[config.mk]
export PLATFORM = sky130hd
export DESIGN_NAME = spi_queue_mc
export DESIGN_NICKNAME = d
export VERILOG_FILES = /design/src/rtl/spi_queue_pkg.sv /design/src/rtl/spi_chan_fifo.sv /design/src/rtl/spi_queue_mc.sv
export SDC_FILE = /design/constraint.sdc
export NUM_CORES = 1
export LEC_CHECK = 0
export BUFFER_PORTS_ARGS = -buffer_cell sky130_fd_sc_hd__buf_2
export CAP_MARGIN = 15
export CORE_MARGIN = 1
export CORE_UTILIZATION = 45
export CTS_BUF_LIST = sky130_fd_sc_hd__clkbuf_4 sky130_fd_sc_hd__clkbuf_8
export DETAILED_ROUTE_END_ITERATION = 8
export PLACE_DENSITY_LB_ADDON = 0.05
export SYNTH_ARGS = -nofsm -noshare
export SYNTH_HDL_FRONTEND = slang
export SYNTH_HIERARCHICAL = 1
export SYNTH_SLANG_ARGS = --single-unit
[constraint.sdc]
create_clock -name clk -period 2.6 [get_ports clk]
set_input_delay 0.26 -clock clk [delete_from_list [all_inputs] [get_ports clk]]
set_output_delay 0.26 -clock clk [all_outputs]
set_load 0.02 [all_outputs]
[src/rtl/spi_queue_pkg.sv]
// Shared definitions for the multi-channel SPI queue block.
//   chan_w()      : width of the channel select (at least 1 bit)
//   cnt_w()       : width of a FIFO occupancy count able to hold 0..n
//   fifo_status_t : per-FIFO status (occupancy, full, empty)
package spi_queue_pkg;

  // Widest occupancy the status struct can carry.
  localparam int CNT_MAX_W = 16;

  function automatic int chan_w(input int n);
    return (n > 1) ? $clog2(n) : 1;
  endfunction

  function automatic int cnt_w(input int n);
    return $clog2(n + 1);
  endfunction

  // The count field is zero-extended from the FIFO's natural count width.
  typedef struct packed {
    logic [CNT_MAX_W-1:0] count;
    logic                 full;
    logic                 empty;
  } fifo_status_t;

endpackage

[src/rtl/spi_chan_fifo.sv]
// Single-clock FIFO of NUM_ENTRIES messages (any depth >= 2).
// Registered regfile with a combinational read at the read pointer, so an
// entry written at edge N is visible on deq_msg after edge N; no bypass.
//
// Handshake: enqueue fires when enq_val is high and the FIFO is not full
// (enq_rdy == !status.full); dequeue fires when deq_rdy is high and the
// FIFO is not empty (deq_val == !status.empty). A full FIFO refuses an
// enqueue even if a dequeue fires in the same cycle.
//
// Ports:
//   clk, reset  : clock, synchronous active-high reset (clears storage too)
//   flush       : empty the FIFO at the next edge; beats any enq/deq
//   enq_val     : enqueue request, enq_msg is the data
//   deq_rdy     : dequeue request, deq_msg is the head entry
//   status      : occupancy, full (= !enq_rdy), empty (= !deq_val)
module spi_chan_fifo
  import spi_queue_pkg::*;
#(
  parameter int PACK_SIZE   = 32,
  parameter int NUM_ENTRIES = 4
) (
  input  logic                 clk,
  input  logic                 reset,
  input  logic                 flush,
  input  logic                 enq_val,
  input  logic [PACK_SIZE-1:0] enq_msg,
  input  logic                 deq_rdy,
  output logic [PACK_SIZE-1:0] deq_msg,
  output fifo_status_t         status
);

  localparam int CNTW = cnt_w(NUM_ENTRIES);
  localparam int AW   = $clog2(NUM_ENTRIES);
  localparam logic [AW-1:0]   LAST_PTR = AW'(NUM_ENTRIES - 1);
  localparam logic [CNTW-1:0] FULL_CNT = CNTW'(NUM_ENTRIES);

  logic [PACK_SIZE-1:0] mem [NUM_ENTRIES];
  logic [AW-1:0]        wr_ptr;
  logic [AW-1:0]        rd_ptr;
  logic [CNTW-1:0]      count;
  logic                 enq_rdy;
  logic                 deq_val;
  logic                 enq_fire;
  logic                 deq_fire;

  assign enq_rdy  = (count < FULL_CNT);
  assign deq_val  = (count != '0);
  assign enq_fire = enq_val & enq_rdy;
  assign deq_fire = deq_rdy & deq_val;
  assign deq_msg  = mem[rd_ptr];

  always_comb begin
    status.count = CNT_MAX_W'(count);
    status.full  = !enq_rdy;
    status.empty = !deq_val;
  end

  // Pointers wrap by explicit compare so non-power-of-2 depths work.
  always_ff @(posedge clk) begin
    if (reset) begin
      wr_ptr <= '0;
      rd_ptr <= '0;
      count  <= '0;
      for (int i = 0; i < NUM_ENTRIES; i++) mem[i] <= '0;
    end else if (flush) begin
      wr_ptr <= '0;
      rd_ptr <= '0;
      count  <= '0;
    end else begin
      if (enq_fire) begin
        mem[wr_ptr] <= enq_msg;
        wr_ptr      <= (wr_ptr == LAST_PTR) ? '0 : wr_ptr + 1'b1;
      end
      if (deq_fire) begin
        rd_ptr <= (rd_ptr == LAST_PTR) ? '0 : rd_ptr + 1'b1;
      end
      // enq needs count < N and deq needs count > 0, so no saturation logic
      if (enq_fire && !deq_fire) begin
        count <= count + 1'b1;
      end else if (!enq_fire && deq_fire) begin
        count <= count - 1'b1;
      end
    end
  end

endmodule

[src/rtl/spi_queue_mc.sv]
// Multi-channel SPI message queue. Each of NUM_CHANNELS channels has a TX
// FIFO (master -> device) and an RX FIFO (device -> master). The master side
// is shared and steered by chan_sel; each device side has its own val/rdy
// pair and runs concurrently with every other channel.
//
// Handshake: a transfer happens on a cycle where both val and rdy are high.
// Master enqueue val is serve & !hard_msg, master dequeue rdy is seize.
// Device side: send_val/send_rdy drain TX, recv_val/recv_rdy fill RX.
//
// Ports:
//   clk, reset        : clock, synchronous active-high reset
//   chan_sel          : master-side channel; values >= NUM_CHANNELS read as
//                       zero and make serve/seize/flush/err_clear no-ops
//   serve, hard_msg   : enqueue from_master into TX[chan_sel] unless hard_msg
//   seize             : dequeue RX[chan_sel]; to_master/to_master_val = head
//   flush             : empty both FIFOs of chan_sel (errors untouched)
//   err_clear         : clear sticky errors of chan_sel (a new error wins)
//   send_*            : per-channel TX head, packed PACK_SIZE per channel
//   recv_*            : per-channel RX input, same packing
//   tx_count/rx_count : occupancy of the selected channel's FIFOs
//   tx_almost_full    : tx_count >= AF_THRESH
//   rx_almost_empty   : rx_count <= AE_THRESH
//   err_overflow      : sticky, serve dropped because TX was full
//   err_underflow     : sticky, seize while RX was empty
module spi_queue_mc
  import spi_queue_pkg::*;
#(
  parameter int PACK_SIZE    = 32,
  parameter int NUM_ENTRIES  = 4,
  parameter int NUM_CHANNELS = 2,
  parameter int AF_THRESH    = NUM_ENTRIES - 1,
  parameter int AE_THRESH    = 1,
  localparam int CW   = chan_w(NUM_CHANNELS),
  localparam int CNTW = cnt_w(NUM_ENTRIES)
) (
  input  logic                              clk,
  input  logic                              reset,
  input  logic [CW-1:0]                     chan_sel,
  input  logic                              serve,
  input  logic                              hard_msg,
  input  logic [PACK_SIZE-1:0]              from_master,
  input  logic                              seize,
  output logic [PACK_SIZE-1:0]              to_master,
  output logic                              to_master_val,
  input  logic                              flush,
  input  logic                              err_clear,
  output logic [NUM_CHANNELS-1:0]           send_val,
  input  logic [NUM_CHANNELS-1:0]           send_rdy,
  output logic [NUM_CHANNELS*PACK_SIZE-1:0] send_msg,
  input  logic [NUM_CHANNELS-1:0]           recv_val,
  output logic [NUM_CHANNELS-1:0]           recv_rdy,
  input  logic [NUM_CHANNELS*PACK_SIZE-1:0] recv_msg,
  output logic [CNTW-1:0]                   tx_count,
  output logic [CNTW-1:0]                   rx_count,
  output logic                              tx_almost_full,
  output logic                              rx_almost_empty,
  output logic [NUM_CHANNELS-1:0]           err_overflow,
  output logic [NUM_CHANNELS-1:0]           err_underflow
);

  logic                    enq_req;
  logic [NUM_CHANNELS-1:0] sel_hit;
  logic [NUM_CHANNELS-1:0] ov_set;
  logic [NUM_CHANNELS-1:0] un_set;
  logic [NUM_CHANNELS-1:0] clr;
  fifo_status_t            tx_st   [NUM_CHANNELS];
  fifo_status_t            rx_st   [NUM_CHANNELS];
  logic [PACK_SIZE-1:0]    rx_head [NUM_CHANNELS];
  logic [CNT_MAX_W-1:0]    sel_tx_cnt;
  logic [CNT_MAX_W-1:0]    sel_rx_cnt;

  assign enq_req = serve & ~hard_msg;

  for (genvar c = 0; c < NUM_CHANNELS; c++) begin : g_chan
    // An out-of-range chan_sel matches no channel, so every master-side
    // action is dropped and every master-side read falls to zero.
    assign sel_hit[c] = (chan_sel == CW'(c));

    spi_chan_fifo #(
      .PACK_SIZE   (PACK_SIZE),
      .NUM_ENTRIES (NUM_ENTRIES)
    ) u_tx (
      .clk     (clk),
      .reset   (reset),
      .flush   (flush & sel_hit[c]),
      .enq_val (enq_req & sel_hit[c]),
      .enq_msg (from_master),
      .deq_rdy (send_rdy[c]),
      .deq_msg (send_msg[c*PACK_SIZE +: PACK_SIZE]),
      .status  (tx_st[c])
    );

    spi_chan_fifo #(
      .PACK_SIZE   (PACK_SIZE),
      .NUM_ENTRIES (NUM_ENTRIES)
    ) u_rx (
      .clk     (clk),
      .reset   (reset),
      .flush   (flush & sel_hit[c]),
      .enq_val (recv_val[c]),
      .enq_msg (recv_msg[c*PACK_SIZE +: PACK_SIZE]),
      .deq_rdy (seize & sel_hit[c]),
      .deq_msg (rx_head[c]),
      .status  (rx_st[c])
    );

    assign send_val[c] = ~tx_st[c].empty;
    assign recv_rdy[c] = ~rx_st[c].full;
    assign ov_set[c]   = enq_req & sel_hit[c] & tx_st[c].full;
    assign un_set[c]   = seize & sel_hit[c] & rx_st[c].empty;
    assign clr[c]      = err_clear & sel_hit[c];
  end

  // Master-side readback mux.
  always_comb begin
    to_master     = '0;
    to_master_val = 1'b0;
    sel_tx_cnt    = '0;
    sel_rx_cnt    = '0;
    for (int c = 0; c < NUM_CHANNELS; c++) begin
      if (sel_hit[c]) begin
        to_master     = rx_head[c];
        to_master_val = ~rx_st[c].empty;
        sel_tx_cnt    = tx_st[c].count;
        sel_rx_cnt    = rx_st[c].count;
      end
    end
  end

  assign tx_count        = sel_tx_cnt[CNTW-1:0];
  assign rx_count        = sel_rx_cnt[CNTW-1:0];
  assign tx_almost_full  = (int'(sel_tx_cnt) >= AF_THRESH);
  assign rx_almost_empty = (int'(sel_rx_cnt) <= AE_THRESH);

  // Sticky error flags: a new error beats a same-cycle clear.
  always_ff @(posedge clk) begin
    if (reset) begin
      err_overflow  <= '0;
      err_underflow <= '0;
    end else begin
      for (int c = 0; c < NUM_CHANNELS; c++) begin
        if (ov_set[c])   err_overflow[c] <= 1'b1;
        else if (clr[c]) err_overflow[c] <= 1'b0;
        if (un_set[c])   err_underflow[c] <= 1'b1;
        else if (clr[c]) err_underflow[c] <= 1'b0;
      end
    end
  end

endmodule

==> metrics, run 1 <==
leading area contributor after synthesis edfxtp_1; cts bufs inserted 97; GPL Wtd Cong 0.7393; setup TNS -0.01649 ns; CP peak stage delay 0.55 ns; Mean Syn Cell Area 15.84 µm²; synth-to-layout area growth 21.46%; CTS root buffer clkbuf_8; multi-input logic area 0.008397 mm²; Mapped Cells 1,593; critical path's slowest cell mux4_2; post-synthesis simple-gate area fraction 16.23%; Max Slew Vio Count 0; Net Switching 5542 µW; sequential power share 48.9%; share of the clock period used by the worst path 100.3%; # rows 86; Power Dens Cells 695.6 mW/mm²; worst hold-check path type primary input to register; FF/Latch Area 0.01619 mm²; unrepaired setup endpoints after global routing true; post-layout minimum cycle time 2.607 ns; drt first pass iters 6; crit path cell chain bufbuf_16 > mux4_2 > mux2_2 > buf_2; Total GRT Usage 22.53%; clock share of power 36.1%; Synth top area share 60.92%; synth top area cells edfxtp_1, mux4_2, and2_1, and2_2, and3_1; Die Ht 238.8 µm; CTS tree done; Compound-Gate Fraction of Synth Area 0.7982%; Final Setup Violations 4; detailed-route via count 14,500; Bufs on Longest Clock Path 3; routed len/inst 22.56 µm; worst hold slack 0.08739 ns; CP Class register to primary output; sequential fraction of the synthesis area 64.10%; layout cells sized above 1 37.72%; power share of the combinational group 15.0%; Arr. time, crit path 2.35 ns; max frequency 383.6 MHz; core area 0.05520 mm²; Port Buffers 220; Netlist Area Pre-Place 0.02524 mm²; Avg Vias per Cell 5.164; clk_skew 0.04149 ns; synth warn 6; crit start category register; Critical Path RT 2.34 ns; Fillers 4,539; boundary pin count 221; max cap viols 0; vias in the first global route 15,260; starting density of the core 45.72%; status finished, violations left; #FFs+latches synth 552; Adder-Cell Fraction of Synth Area 0.9122%; peak fanout along the critical path 8; HPWL after DPL 36,880 µm; Post-Route Utilization 55.53%; Final Net Count 2,103; drt drc 0; Clk pin slew, worst setup/hold paths 0.06 ns; largest net degree at the start of global routing 36; failing checks negative setup slack; final setup margin -0.006917 ns; depth of the CTS H-tree 3; Worst slew margin 35.19%; Total Wirelength 63,340 µm; post-synthesis xor/xnor area fraction 0.2776%; mux cell area share after synthesis 13.72%; measured slew at the worst slew-check pin 0.9722 ns; maximum VDD drop 0.4277 mV; width of the die 238.8 µm; initial DRC count 855; Die ar. 0.05703 mm²; first-pass GRT wire length 94,450 µm; CP endpoint kind primary output; Pleak 0.01224 µW; Clock Sink Count 552; Yosys cell types 44; antenna violations before repair 6; Clock Latency Late Sink 0.69 ns; ANT nets after route 0; GRT overflow 0; Final Hold Fails 0; Switching Share 25.99%; Int Power 15,780 µW; largest family of logic cells by synthesized area simple AND/OR/NAND/NOR gates; Design Power 21,320 µW
cell usage in the layout (no fill, tap or decap), types with 27 or more instances in the layout:
master,instances
and2_1,274
edfxtp_1,512
and2_2,112
dfxtp_1,36
mux4_2,128
buf_4,48
clkbuf_8,99
mux2_4,27
clkinv_1,28
nor2_1,30
conb_1,52
buf_2,196
dlygate4sd3_1,97
and3_1,128
through the flow:
stage | instances | area [µm²] | worst slack (ns)
3_3_place_gp | 2523 | 27410 | 0.2204
5_1_grt | 2808 | 30650 | -0.1091
2_1_floorplan | 1641 | 25420 | -0.01960
4_1_cts | 2805 | 30540 | -0.09497
3_5_place_dp | 2523 | 27410 | 0.1708
6_report | 2808 | 30650 | -0.006917
per-layer routing:
metal	track usage [%]	wire, µm
met1	28.29	26300
met3	4.192	2755
met5	0	24
met2	39.95	33150
met4	5.711	1106
registers in the layout (all words and copies together) (netlist names), named ones only:
register and flops:
g_chan.u_tx/count 6, g_chan.u_tx/wr_ptr 4, g_chan.u_rx/mem 256, g_chan.u_rx/count 6, err_overflow 2, g_chan.u_tx/rd_ptr 4
g_chan.u_rx/rd_ptr 4, g_chan.u_rx/wr_ptr 4, err_underflow 2, g_chan.u_tx/mem 256
critical path, delay by kind of cell (launching register included):
kind	cells	cell delay, ns
buffers and inverters	2	0.45
multiplexers	2	0.85
flip-flops	1	0.37
cell type report:
cell class	count	share of cell area, %
diodes	3	0.02449
multi-input cells	919	27.39
clock inverters	52	0.9633
clock buffers	125	5.082
well taps	748	3.053
flip-flops and latches	552	52.80
inverters	12	0.1470
repair buffers	397	10.53
what timing repair did:
item,4_1_cts,5_1_grt
setup buffers,5,0
endpoints found under the hold margin,516,0
hold buffers,97,0
endpoints found under the setup margin,32,32
gates cloned,3,0
resized for setup,50,30
worst paths after layout:
path,depth (start not counted),slack [ns],startpoint,endpoint
max reg2reg,8,0.40,g_chan[0].u_rx/count[2],g_chan[0].u_rx/count[2]
min reg2reg,2,0.47,g_chan[0].u_rx/rd_ptr[0],register
max,4,-0.007,register,to_master[16]
min,4,0.09,seize,err_underflow[0]
synth_stat cells (all sizes together):
cell type / instances
a21oi: 8
mux2: 39
and2: 386
dfxtp: 40
nor3b: 5
inv: 12
or2: 16
and3b: 1
fa: 4
nor3: 10
edfxtp: 512
nor4b: 2
nor2: 34
a211o: 1
nand2: 10
nand4: 4
or3: 8
a22oi: 4
or4b: 4
mux4: 128
buf: 94
a41o: 4
nand3: 4
clkbuf: 64
o21ai: 8
and4: 4
a21o: 1
nor2b: 6
o31ai: 4
and3: 128
xor2: 8
ha: 12
nor4: 10
nand2b: 1
conb: 4
mux2i: 13
logic make-up after synthesis:
kind of cell,Yosys count
AND/OR/NAND/NOR,633
multiplexers,180
adder cells (fa/ha/maj),16
flip-flops,552
other,4
XOR/XNOR,8
AO/OA/AOI/OAI,30
buffers and inverters,170
power groups by stage:
| stage | logic [µW] | registers (µW) | clock network, µW |
|---|---|---|---|
| 4_1_cts | 3210 | 10400 | 7910 |
| 3_5_place_dp | 2930 | 10600 | 0 |
| 2_1_floorplan | 1850 | 10600 | 0 |
| 5_1_grt | 3440 | 10500 | 8250 |
| 6_report | 3210 | 10400 | 7690 |
| 3_3_place_gp | 2910 | 10600 | 0 |
Power figures use the tool's default switching activity.
==> run 2: changes to the inputs <==
--- a/config.mk
+++ b/config.mk
@@ -14,2 +14,3 @@
 export PLACE_DENSITY_LB_ADDON = 0.05
+export SLEW_MARGIN = 5
 export SYNTH_ARGS = -nofsm -noshare
==> constraint.sdc (replaced) <==
create_clock -name clk -period 2.6 [get_ports clk]
set_input_delay 0.52 -clock clk [delete_from_list [all_inputs] [get_ports clk]]
set_output_delay 0.52 -clock clk [all_outputs]
set_load 0.02 [all_outputs]
==> metrics, run 2 (synthesis results as in run 1) <==
Avg Vias per Cell 5.184; clk_skew 0.03155 ns; peak fanout along the critical path 9; Clock Sink Count 552; Port Buffers 220; initial DRC count 577; CTS tree done; ANT nets after route 0; depth of the CTS H-tree 3; starting density of the core 45.72%; area post-placement 0.02767 mm²; CTS Hold Buffers Added 0; largest net degree at the start of global routing 40; max cap viols 0; crit start category register; most common cell after layout, fill and taps aside edfxtp_1; synth-to-layout area growth 20.64%; GRT overflow 0; R2R setup slack 0.28 ns; status finished, violations left; Clk pin slew, worst setup/hold paths 0.06 ns; Int Power 16,040 µW; routed len/inst 23.08 µm; CP endpoint kind primary output; most frequent cells in the layout edfxtp_1, and2_1, buf_2, mux4_2, and3_1; CTS root buffer clkbuf_8; final instance area 0.03045 mm²; Arr. time, crit path 2.30 ns; failing checks negative setup slack; worst hold-check path type primary input to register; first-pass GRT wire length 94,460 µm; Power Dens Cells 708.0 mW/mm²; Final Setup Violations 35; final setup margin -0.2161 ns; Total Wirelength 63,060 µm; Fillers 4,596; width of the die 238.8 µm; Final Hold Fails 0; boundary pin count 221; Die Ht 238.8 µm; Die ar. 0.05703 mm²; Final Net Count 2,023; worst hold slack 0.1569 ns; GPL Wtd Cong 0.7356; HPWL after DPL 38,070 µm; sequential power share 48.5%; Critical Path RT 2.08 ns; Net Switching 5518 µW; cts bufs inserted 95; share of the clock period used by the worst path 108.3%; setup TNS -5.600 ns; Switching Share 25.60%; max frequency 355.1 MHz; Worst slew margin 57.36%; CP Class register to primary output; core area 0.05520 mm²; post-layout minimum cycle time 2.816 ns; maximum VDD drop 0.3568 mV; vias in the first global route 15,110; power share of the combinational group 15.6%; # rows 86; unrepaired setup endpoints after global routing true; Largest regs g_chan.u_rx/mem: 256 flops, g_chan.u_tx/mem: 256 flops; Post-Route Utilization 55.15%; detailed-route via count 14,160; Design Power 21,550 µW; drt first pass iters 7; Clock Latency Late Sink 0.68 ns; Bufs on Longest Clock Path 3; Total GRT Usage 22.77%; Max Slew Vio Count 0; clock share of power 35.9%; Pleak 0.01212 µW; antenna violations before repair 16; measured slew at the worst slew-check pin 0.6341 ns; layout cells sized above 1 40.64%; drt drc 0
-- run 2: cell count changes in the layout (fill, tap and decap cells not counted), sizes merged --
cell / change
dlygate4sd3: -97
bufbuf: -1
clkinv: -20
bufinv: -1
inv: +2
diode: +5
buf: +20
clkinvlp: -2
clkbuf: +18
-- run 2: area by class of cell --
| type | count | area (µm²) | area share, % |
|---|---|---|---|
| multi-input combinational | 919 | 8423 | 27.67 |
| clock inverter | 31 | 181.4 | 0.5959 |
| antenna | 8 | 20.02 | 0.06575 |
| clock buffer | 143 | 1680 | 5.519 |
| tap | 748 | 935.9 | 3.074 |
| timing repair buffer | 319 | 2969 | 9.752 |
| inverter | 12 | 45.04 | 0.1479 |
| sequential | 552 | 16190 | 53.18 |
-- run 2: path summary, 6_finish.rpt --
kind,startpoint,to,cells past startpoint
max,register,to_master[20],4
min,recv_msg[41],g_chan[1].u_rx/mem[1][9],2
max reg2reg,g_chan[0].u_tx/count[1],g_chan[0].u_tx/count[2],7
min reg2reg,g_chan[0].u_tx/rd_ptr[0],register,2
-- run 2: metal layers --
metal / wire [µm] / track usage, % / share of wire [%] / vias to the layer above
met5: 108 / 0 / 0.17 / -
met4: 1251 / 7.110 / 2.0 / 16
met3: 3183 / 4.954 / 5.0 / 95
met2: 32770 / 39.47 / 52 / 296
met1: 25750 / 28.40 / 41 / 7254
li1: - / - / - / 6502
-- run 2: what timing repair did --
action	CTS	global route
gates resized for setup	109	91
pin swaps	0	1
buffers inserted	8	1
setup endpoints to repair	95	85
gates cloned	9	0
-- run 2: critical path, cell delays in order (launching register included) --
cell and delay (ns):
dfxtp_4 0.43, buf_12 0.18, mux4_2 0.56, mux2_2 0.29, buf_2 0.16
-- run 2: stage by stage --
| step | instances | setup slack [ns] |
|---|---|---|
| global placement | 2536 | 0.04710 |
| floorplan | 1641 | -0.1036 |
| CTS | 2727 | -0.2988 |
| detailed placement | 2536 | 0.01530 |
| finish | 2732 | -0.2161 |
| global route | 2728 | -0.3198 |
-- run 2: power groups by stage --
| stage | clock (µW) | sequential (µW) | combinational [µW] |
|---|---|---|---|
| floorplan | 0 | 10600 | 1860 |
| global placement | 0 | 10600 | 2960 |
| detailed placement | 0 | 10600 | 2990 |
| CTS | 7970 | 10400 | 3350 |
| global route | 8380 | 10500 | 3610 |
| finish | 7730 | 10400 | 3370 |
